`src/rtl/led_scan_controller.sv`:
```
// rtl/led_scan_controller.sv - column scan sequencer with tear-free double-buffered frames
//
// Purpose:
//   Time-multiplexes the column index x across N columns. Each column is driven
//   for DWELL cycles, then the driver is blanked for BLANK cycles. Frames arrive
//   through a valid/ready handshake into a pending buffer. The pending buffer is
//   promoted to the displayed buffer only at a frame boundary or while idle.
//
// Ports:
//   clk          system clock
//   rst          asynchronous, active-high reset
//   ena          scan enable; low forces IDLE
//   frame_valid  new frame offered
//   frame_data   offered frame, row i = bits [(i+1)*N-1 : i*N]
//   frame_ready  pending buffer can accept a frame
//   drv_ena      enable to the column driver
//   x            column index to the driver
//   cells        displayed frame to the driver
//   frame_done   one-cycle pulse during the last blank cycle of a full scan
module led_scan_controller #(
  parameter int N     = 8,
  parameter int DWELL = 1000,
  parameter int BLANK = 16
) (
  input  logic                              clk,
  input  logic                              rst,
  input  logic                              ena,
  input  logic                              frame_valid,
  input  logic [N*N-1:0]                    frame_data,
  output logic                              frame_ready,
  output logic                              drv_ena,
  output logic [((N > 1) ? $clog2(N) : 1)-1:0] x,
  output logic [N*N-1:0]                    cells,
  output logic                              frame_done
);

  localparam int XW   = (N > 1) ? $clog2(N) : 1;
  localparam int MAXC = (DWELL > BLANK) ? DWELL : BLANK;
  localparam int CW   = $clog2(MAXC + 1);

  localparam logic [CW-1:0] DWELL_LAST = CW'(DWELL - 1);
  localparam logic [CW-1:0] BLANK_LAST = CW'(BLANK - 1);
  localparam logic [XW-1:0] X_LAST     = XW'(N - 1);

  if (N < 1 || N > 8) begin : g_bad_n
    $error("led_scan_controller: N must be in 1..8");
  end
  if (DWELL < 1 || BLANK < 1) begin : g_bad_timing
    $error("led_scan_controller: DWELL and BLANK must be >= 1");
  end

  typedef enum logic [1:0] {
    IDLE  = 2'd0,
    SCAN  = 2'd1,
    BLANK_ST = 2'd2
  } state_t;

  state_t        state_q, state_d;
  logic [CW-1:0] cnt_q, cnt_d;
  logic [XW-1:0] x_q, x_d;
  logic          done_q, done_d;

  logic [N*N-1:0] pending_q;
  logic [N*N-1:0] active_q;
  logic           pending_full_q;
  logic           accept;
  logic           swap;

  // State register
  always_ff @(posedge clk or posedge rst) begin
    if (rst) begin
      state_q <= IDLE;
      cnt_q   <= '0;
      x_q     <= '0;
      done_q  <= 1'b0;
    end else begin
      state_q <= state_d;
      cnt_q   <= cnt_d;
      x_q     <= x_d;
      done_q  <= done_d;
    end
  end

  // Next-state and outputs
  always_comb begin
    state_d = state_q;
    cnt_d   = cnt_q;
    x_d     = x_q;
    drv_ena = (state_q == SCAN);
    if (!ena) begin
      state_d = IDLE;
      cnt_d   = '0;
      x_d     = '0;
    end else begin
      case (state_q)
        IDLE: begin
          state_d = SCAN;
          cnt_d   = '0;
          x_d     = '0;
        end
        SCAN: begin
          if (cnt_q == DWELL_LAST) begin
            state_d = BLANK_ST;
            cnt_d   = '0;
          end else begin
            cnt_d = cnt_q + 1'b1;
          end
        end
        BLANK_ST: begin
          if (cnt_q == BLANK_LAST) begin
            state_d = SCAN;
            cnt_d   = '0;
            x_d     = (x_q == X_LAST) ? '0 : x_q + 1'b1;
          end else begin
            cnt_d = cnt_q + 1'b1;
          end
        end
        default: begin
          state_d = IDLE;
          cnt_d   = '0;
          x_d     = '0;
        end
      endcase
    end
    // frame_done is registered from the next state so it is high exactly in
    // the final blank cycle of the last column, and never after ena drops.
    done_d = (state_d == BLANK_ST) && (cnt_d == BLANK_LAST) && (x_d == X_LAST);
  end

  assign frame_ready = ~pending_full_q;
  assign accept      = frame_valid & ~pending_full_q;
  // Swap and accept are mutually exclusive: swap needs a full pending buffer,
  // accept needs an empty one.
  assign swap        = pending_full_q & ((state_q == IDLE) | done_q);

  always_ff @(posedge clk or posedge rst) begin
    if (rst) begin
      pending_q      <= '0;
      active_q       <= '0;
      pending_full_q <= 1'b0;
    end else begin
      if (accept) begin
        pending_q      <= frame_data;
        pending_full_q <= 1'b1;
      end else if (swap) begin
        active_q       <= pending_q;
        pending_full_q <= 1'b0;
      end
    end
  end

  assign x          = x_q;
  assign cells      = active_q;
  assign frame_done = done_q;

endmodule

```
`config.mk`:
```
export PLATFORM = sky130hd
export DESIGN_NAME = led_scan_controller
export DESIGN_NICKNAME = d
export VERILOG_FILES = /design/src/rtl/led_scan_controller.sv
export SDC_FILE = /design/constraint.sdc
export NUM_CORES = 1
export LEC_CHECK = 0
export CAP_MARGIN = 0
export CORE_UTILIZATION = 49
export CTS_CLUSTER_SIZE = 40
export DETAILED_ROUTE_END_ITERATION = 10
export PLACE_DENSITY = 0.79
export SYNTH_ARGS = -nofsm -noshare
export SYNTH_HDL_FRONTEND = slang
export SYNTH_SLANG_ARGS = --single-unit
export TNS_END_PERCENT = 30
```
`constraint.sdc`:
```
create_clock -name clk -period 5.2 [get_ports clk]
set_input_delay 0.52 -clock clk [delete_from_list [all_inputs] [get_ports clk]]
set_output_delay 0.52 -clock clk [all_outputs]
set_load 0.005 [all_outputs]
```
* Word-level counts from Yosys, hierarchy flattened *
Cells that the tools add are included.

word-level totals
  register bits = 145
  input port bits = 68
  output and inout bits = 70
  logic and storage cells = 41

cells by class
  add/subtract/negate cells = 2
  equality and inequality tests = 8
  mux-type cells = 14
  bitwise logic cells = 5
  reduce and logical (&&, ||, !) cells = 5

operators by type and width
  kind                                                              count
  10-bit two-way mux                                                3
  10-bit by 4-bit == test with 1-bit output, second input constant  2
  10-bit case mux with 2 select lines                               1
  10-bit by 1-bit adder with 10-bit output, second input constant   1
  10-bit == test, second input constant                             1
  3-bit two-way mux                                                 3
  3-bit == test, second input constant                              2
  2-bit two-way mux                                                 3
  2-bit case mux with 3 select lines                                1
  3-bit case mux with 2 select lines                                1
  2-bit == test, second input constant                              2
  3-bit by 1-bit adder with 3-bit output, second input constant     1
  1-bit bitwise AND                                                 2
  2-bit by 1-bit == test with 1-bit output, second input constant   1
  1-bit logical AND                                                 2
  2-bit zero test                                                   1
  1-bit two-way mux                                                 2
  1-bit inverter                                                    2
  2-bit AND reduction                                               1
  2-bit nonzero test                                                1
  1-bit OR                                                          1

* Depth between registers and ports, before layout *
  depth in word-level cells = 7
  depth in mapped cells = 8

* Worst setup path before layout *
Ideal clock, no wire load.

  path type = reg-to-reg
  start = reg cnt_q[6]
  end = reg done_q (netlist: frame_done)
  library setup time = 0.068 ns
  data arrival time = 2.286 ns
  data required time = 5.132 ns
  path slack = 2.846 ns
  stages on the path, launching flop included = 7
  buffers on the path = 0
  period minus slack after synthesis = 2.354 ns
  cell sequence = dfrtp_1 or4_4 nor4_4 o2bb2ai_2 or4b_1 a2111oi_2 and4b_1

on the way
  elaborated cells on any way between the ends = 19
  those cells by class = add/sub (1); eq/ne (5); mux (11); reduce/logical (2)

RTL lines
  what                                       line  source
  start: declaration                         59    logic [CW-1:0] cnt_q, cnt_d;
  start signal: assignment                   78    cnt_q <= cnt_d;
  10-bit by 4-bit == test with 1-bit output  110   if (cnt_q == BLANK_LAST) begin
  3-bit two-way mux                          110
  3-bit case mux with 2 select lines         95    case (state_q)
  3-bit two-way mux                          90    if (!ena) begin
  via x_d[2]                                 60    logic [XW-1:0] x_q, x_d;
  3-bit == test                              127   done_d = (state_d == BLANK_ST) && (cnt_d == BLANK_LAST) && (x_d == X_LAST);
  1-bit logical AND                          127
  via done_d                                 61    logic done_q, done_d;
  end signal: assignment                     80    done_q <= done_d;
  end: declaration                           61

The timed path passes the listed nets, and every way through them passes these cells.
A chain may end at the register's enable or synchronous reset.

* Final worst setup path *
  start = reg state_q[1]
  end = reg active_q[25] (netlist: cells[25])

on the way
  cells in the longest elaborated chain, start to end = 4

ends and longest elaborated chain
  what                                  line  source
  start: declaration                    58    state_t state_q, state_d;
  start signal: assignment              77    state_q <= state_d;
  2-bit zero test                       134   assign swap = pending_full_q & ((state_q == IDLE) | done_q);
  1-bit OR                              134
  1-bit bitwise AND                     134
  2-bit AND reduction (no source line)  --
  end signal: assignment                146   active_q <= pending_q;
  end: declaration                      64    logic [N*N-1:0] active_q;

Every way passes these cells.

==> flow_summary.json <==
{
  "period_share": 0.520,
  "synth_edf_count": 0,
  "slowest_delay_ns": 0.89,
  "area_growth_pct": 36.9,
  "p_seq_frac": 0.426,
  "worstMarginPinSlew_ns": 1.13,
  "synth.most_common_cell": "dfrtp_1",
  "cap_violations": 0,
  "cp_cell_sequence": "inv_1 > ha_1 > o21ai_4 > buf_4 > mux2_2",
  "finalMaxSlewViolations": 0,
  "yosysSeqAreaShare": 0.634,
  "critical_path_class": "reg -> reg",
  "critPathTopFamily": "compound AO/OA/AOI/OAI gates",
  "fmax_mhz": 370,
  "syn_nets": 451,
  "routed_via_density": 5.21,
  "die-area_um2": 12100,
  "die-width_um": 110,
  "fillers": 824,
  "gp_congestion": 0.810,
  "cts_tree": "built",
  "postCtsSetupBuffers": 0,
  "cellPowerDensity_nw_per_um2": 532,
  "reg2regPathDepth": 5,
  "clock-root-buffer": "clkbuf_16",
  "critPathRequiredTime_ns": 5.50,
  "syn-cell-area_um2": 5730,
  "antenna_left": 0,
  "fin_setup_tns_ns": 0,
  "initial_core_util": 0.501,
  "switching_share": 0.248,
  "place_ws_ns": 2.31,
  "synthTopCellsByCount": "145 x dfrtp_1, 128 x mux2_2, 15 x clkbuf_1",
  "power.net_switching_w": 0.00103,
  "grt_max_degree": 101,
  "cts_max_level": 4,
  "ys_warn_count": 0,
  "multiInputGateArea_um2": 2030,
  "final_nets": 595,
  "core-area_um2": 11400,
  "rsz0062_at_grt": "no",
  "rows": 39,
  "grt_pass1_vias": 3622,
  "n_antenna_cell": 0,
  "post-synth-top-area-cell": "dfrtp_1",
  "hold_buffers": 0,
  "intPower_w": 0.00314,
  "grt_antenna_before_repair": 0,
  "ys_seq_elements": 145,
  "cts_sinks": 145,
  "peakVddDrop_uv": 321,
  "place_area_um2": 7270,
  "synthArstFlopShare": 1.00,
  "dr.first_iter.drc_count": 180,
  "regArea_um2": 3630,
  "critPathBufInv": 2,
  "arrival_ns": 3.00,
  "die-height_um": 110,
  "final_area_um2": 7840,
  "overflow": 0,
  "hpwl_um": 7870,
  "dr_total_vias": 3519,
  "synthFlopType": "dfrtp_1",
  "cts_buffers": 17,
  "grt_usage": 0.202,
  "synthTopCellsByArea": "dfrtp_1 63%, mux2_2 25%, ha_1 1.5%",
  "clk_pin_slew_ns": 0.06,
  "post_synth.cell_area_avg_um2": 15.2,
  "setup_slack_ns": 2.50,
  "hold_viol": 0,
  "hold_depth": 1,
  "cts_max_path_buffers": 2,
  "yosysTopAreaCellShare": 0.634,
  "p_clk_frac": 0.281,
  "crit_path_end_kind": "register",
  "crit_slowest_cell": "o21ai_4",
  "netlist_instances": 376,
  "crit_fanout": 34,
  "placedCellCount": 644,
  "relSlewSlack": 0.247,
  "fin_cells": 676,
  "setup_viol": 0,
  "layout-drive-gt1-share": 0.317,
  "p_leak_nw": 3.29,
  "post-route-drc-count": 0,
  "post-route-min-period_ns": 2.71,
  "grt_pass1_wl_um": 18100,
  "hp-class": "reg -> reg",
  "fin_skew_ns": 0.00516,
  "drt_wl_total_um": 11500,
  "final_core_utilization": 0.687,
  "cp.depth": 5,
  "drtPass1Iterations": 4,
  "clk_latency_ns": 0.41,
  "combPwrFrac": 0.293,
  "wire_per_inst_um": 17.0,
  "start_kind": "register",
  "status": "finished clean",
  "synth_cell_type_count": 33,
  "port_buffers": 137,
  "io_pins": 138,
  "cts_resized": 0
}
==> cells by family after synthesis <==
logic type	synth area share
AOI/OAI and AO/OA	0.0243
xor gates and xnor gates	0.0122
adders and majority gates	0.0153
buffers and inverters	0.0144
DFF	0.634
muxes	0.252
and+or+nand+nor	0.0483
==> final timing paths <==
check	from	endpoint	slack, ns
worst min-delay path	pending_q[15]$_DFFE_PP0P_	cells[15]$_DFFE_PP0P_	0.50
min in group asynchronous	rst	pending_q[23]$_DFFE_PP0P_	0.66
worst max-delay path	state_q[1]$_DFF_PP0_	cells[25]$_DFFE_PP0P_	2.50
max in group asynchronous	rst	cells[57]$_DFFE_PP0P_	3.37
worst max register to register	state_q[1]$_DFF_PP0_	cells[25]$_DFFE_PP0P_	2.50
worst min register to register	pending_q[15]$_DFFE_PP0P_	cells[15]$_DFFE_PP0P_	0.50
==> metrics by stage <==
step           total power, W  hold slack [ns]
2_1_floorplan         0.00230            0.471
3_3_place_gp          0.00296            0.483
3_5_place_dp          0.00303            0.491
4_1_cts               0.00422            0.502
5_1_grt               0.00440            0.512
6_report              0.00417            0.499
==> flip-flops by register name, indices dropped and copies added, names as in the netlist <==
name	cells
pending_full_q	1
x	3
frame_done	1
cnt_q	10
pending_q	64
state_q	2
cells	64
==> power groups by stage <==
| stage | combinational [W] | clock, W | sequential [W] |
|---|---|---|---|
| 2_1_floorplan | 0.000525 | 0 | 0.00177 |
| 3_3_place_gp | 0.00120 | 0 | 0.00177 |
| 3_5_place_dp | 0.00123 | 0 | 0.00180 |
| 4_1_cts | 0.00124 | 0.00120 | 0.00178 |
| 5_1_grt | 0.00132 | 0.00124 | 0.00184 |
| 6_report | 0.00122 | 0.00117 | 0.00178 |
==> worst register-to-register path: cells and delay by family (launching register included) <==
kind / cells / cell delay, ns
fa+ha+maj: 1 / 0.24
flops: 1 / 0.40
buf+inv: 2 / 0.65
compound gates: 1 / 0.89
mux: 1 / 0.42
==> layout by cell type (no fill, tap or decap), types with 3 or more instances in the layout <==
cell               n
o21ai_0            4
mux2_2           128
clkbuf_16         17
xor2_1             3
nand2_1            7
clkinv_2           5
ha_1               7
inv_1              6
xnor2_1            5
clkbuf_1           3
o21a_1             3
nand3_1            5
dfrtp_1          145
nor2_1            12
nor3_1             5
clkdlybuf4s50_1  137
buf_4              3
==> layer usage <==
layer / track usage / vias up / routed length (um)
li1: - / 1621 / -
met1: 0.247 / 1784 / 4840
met2: 0.336 / 94 / 5900
met3: 0.0523 / 20 / 509
met4: 0.0968 / 0 / 246
met5: 0 / - / 0
==> final cells by class <==
cell class                      instances  share of cell area
Tap cell                              143              0.0228
Clock buffer                           22              0.0592
Inverter                                7             0.00399
Timing Repair Buffer                  140               0.178
Multi-Input combinational cell        209               0.259
Sequential cell                       145               0.463
Clock inverter                         10              0.0140
No activity file was read; power rests on OpenSTA's default activity.
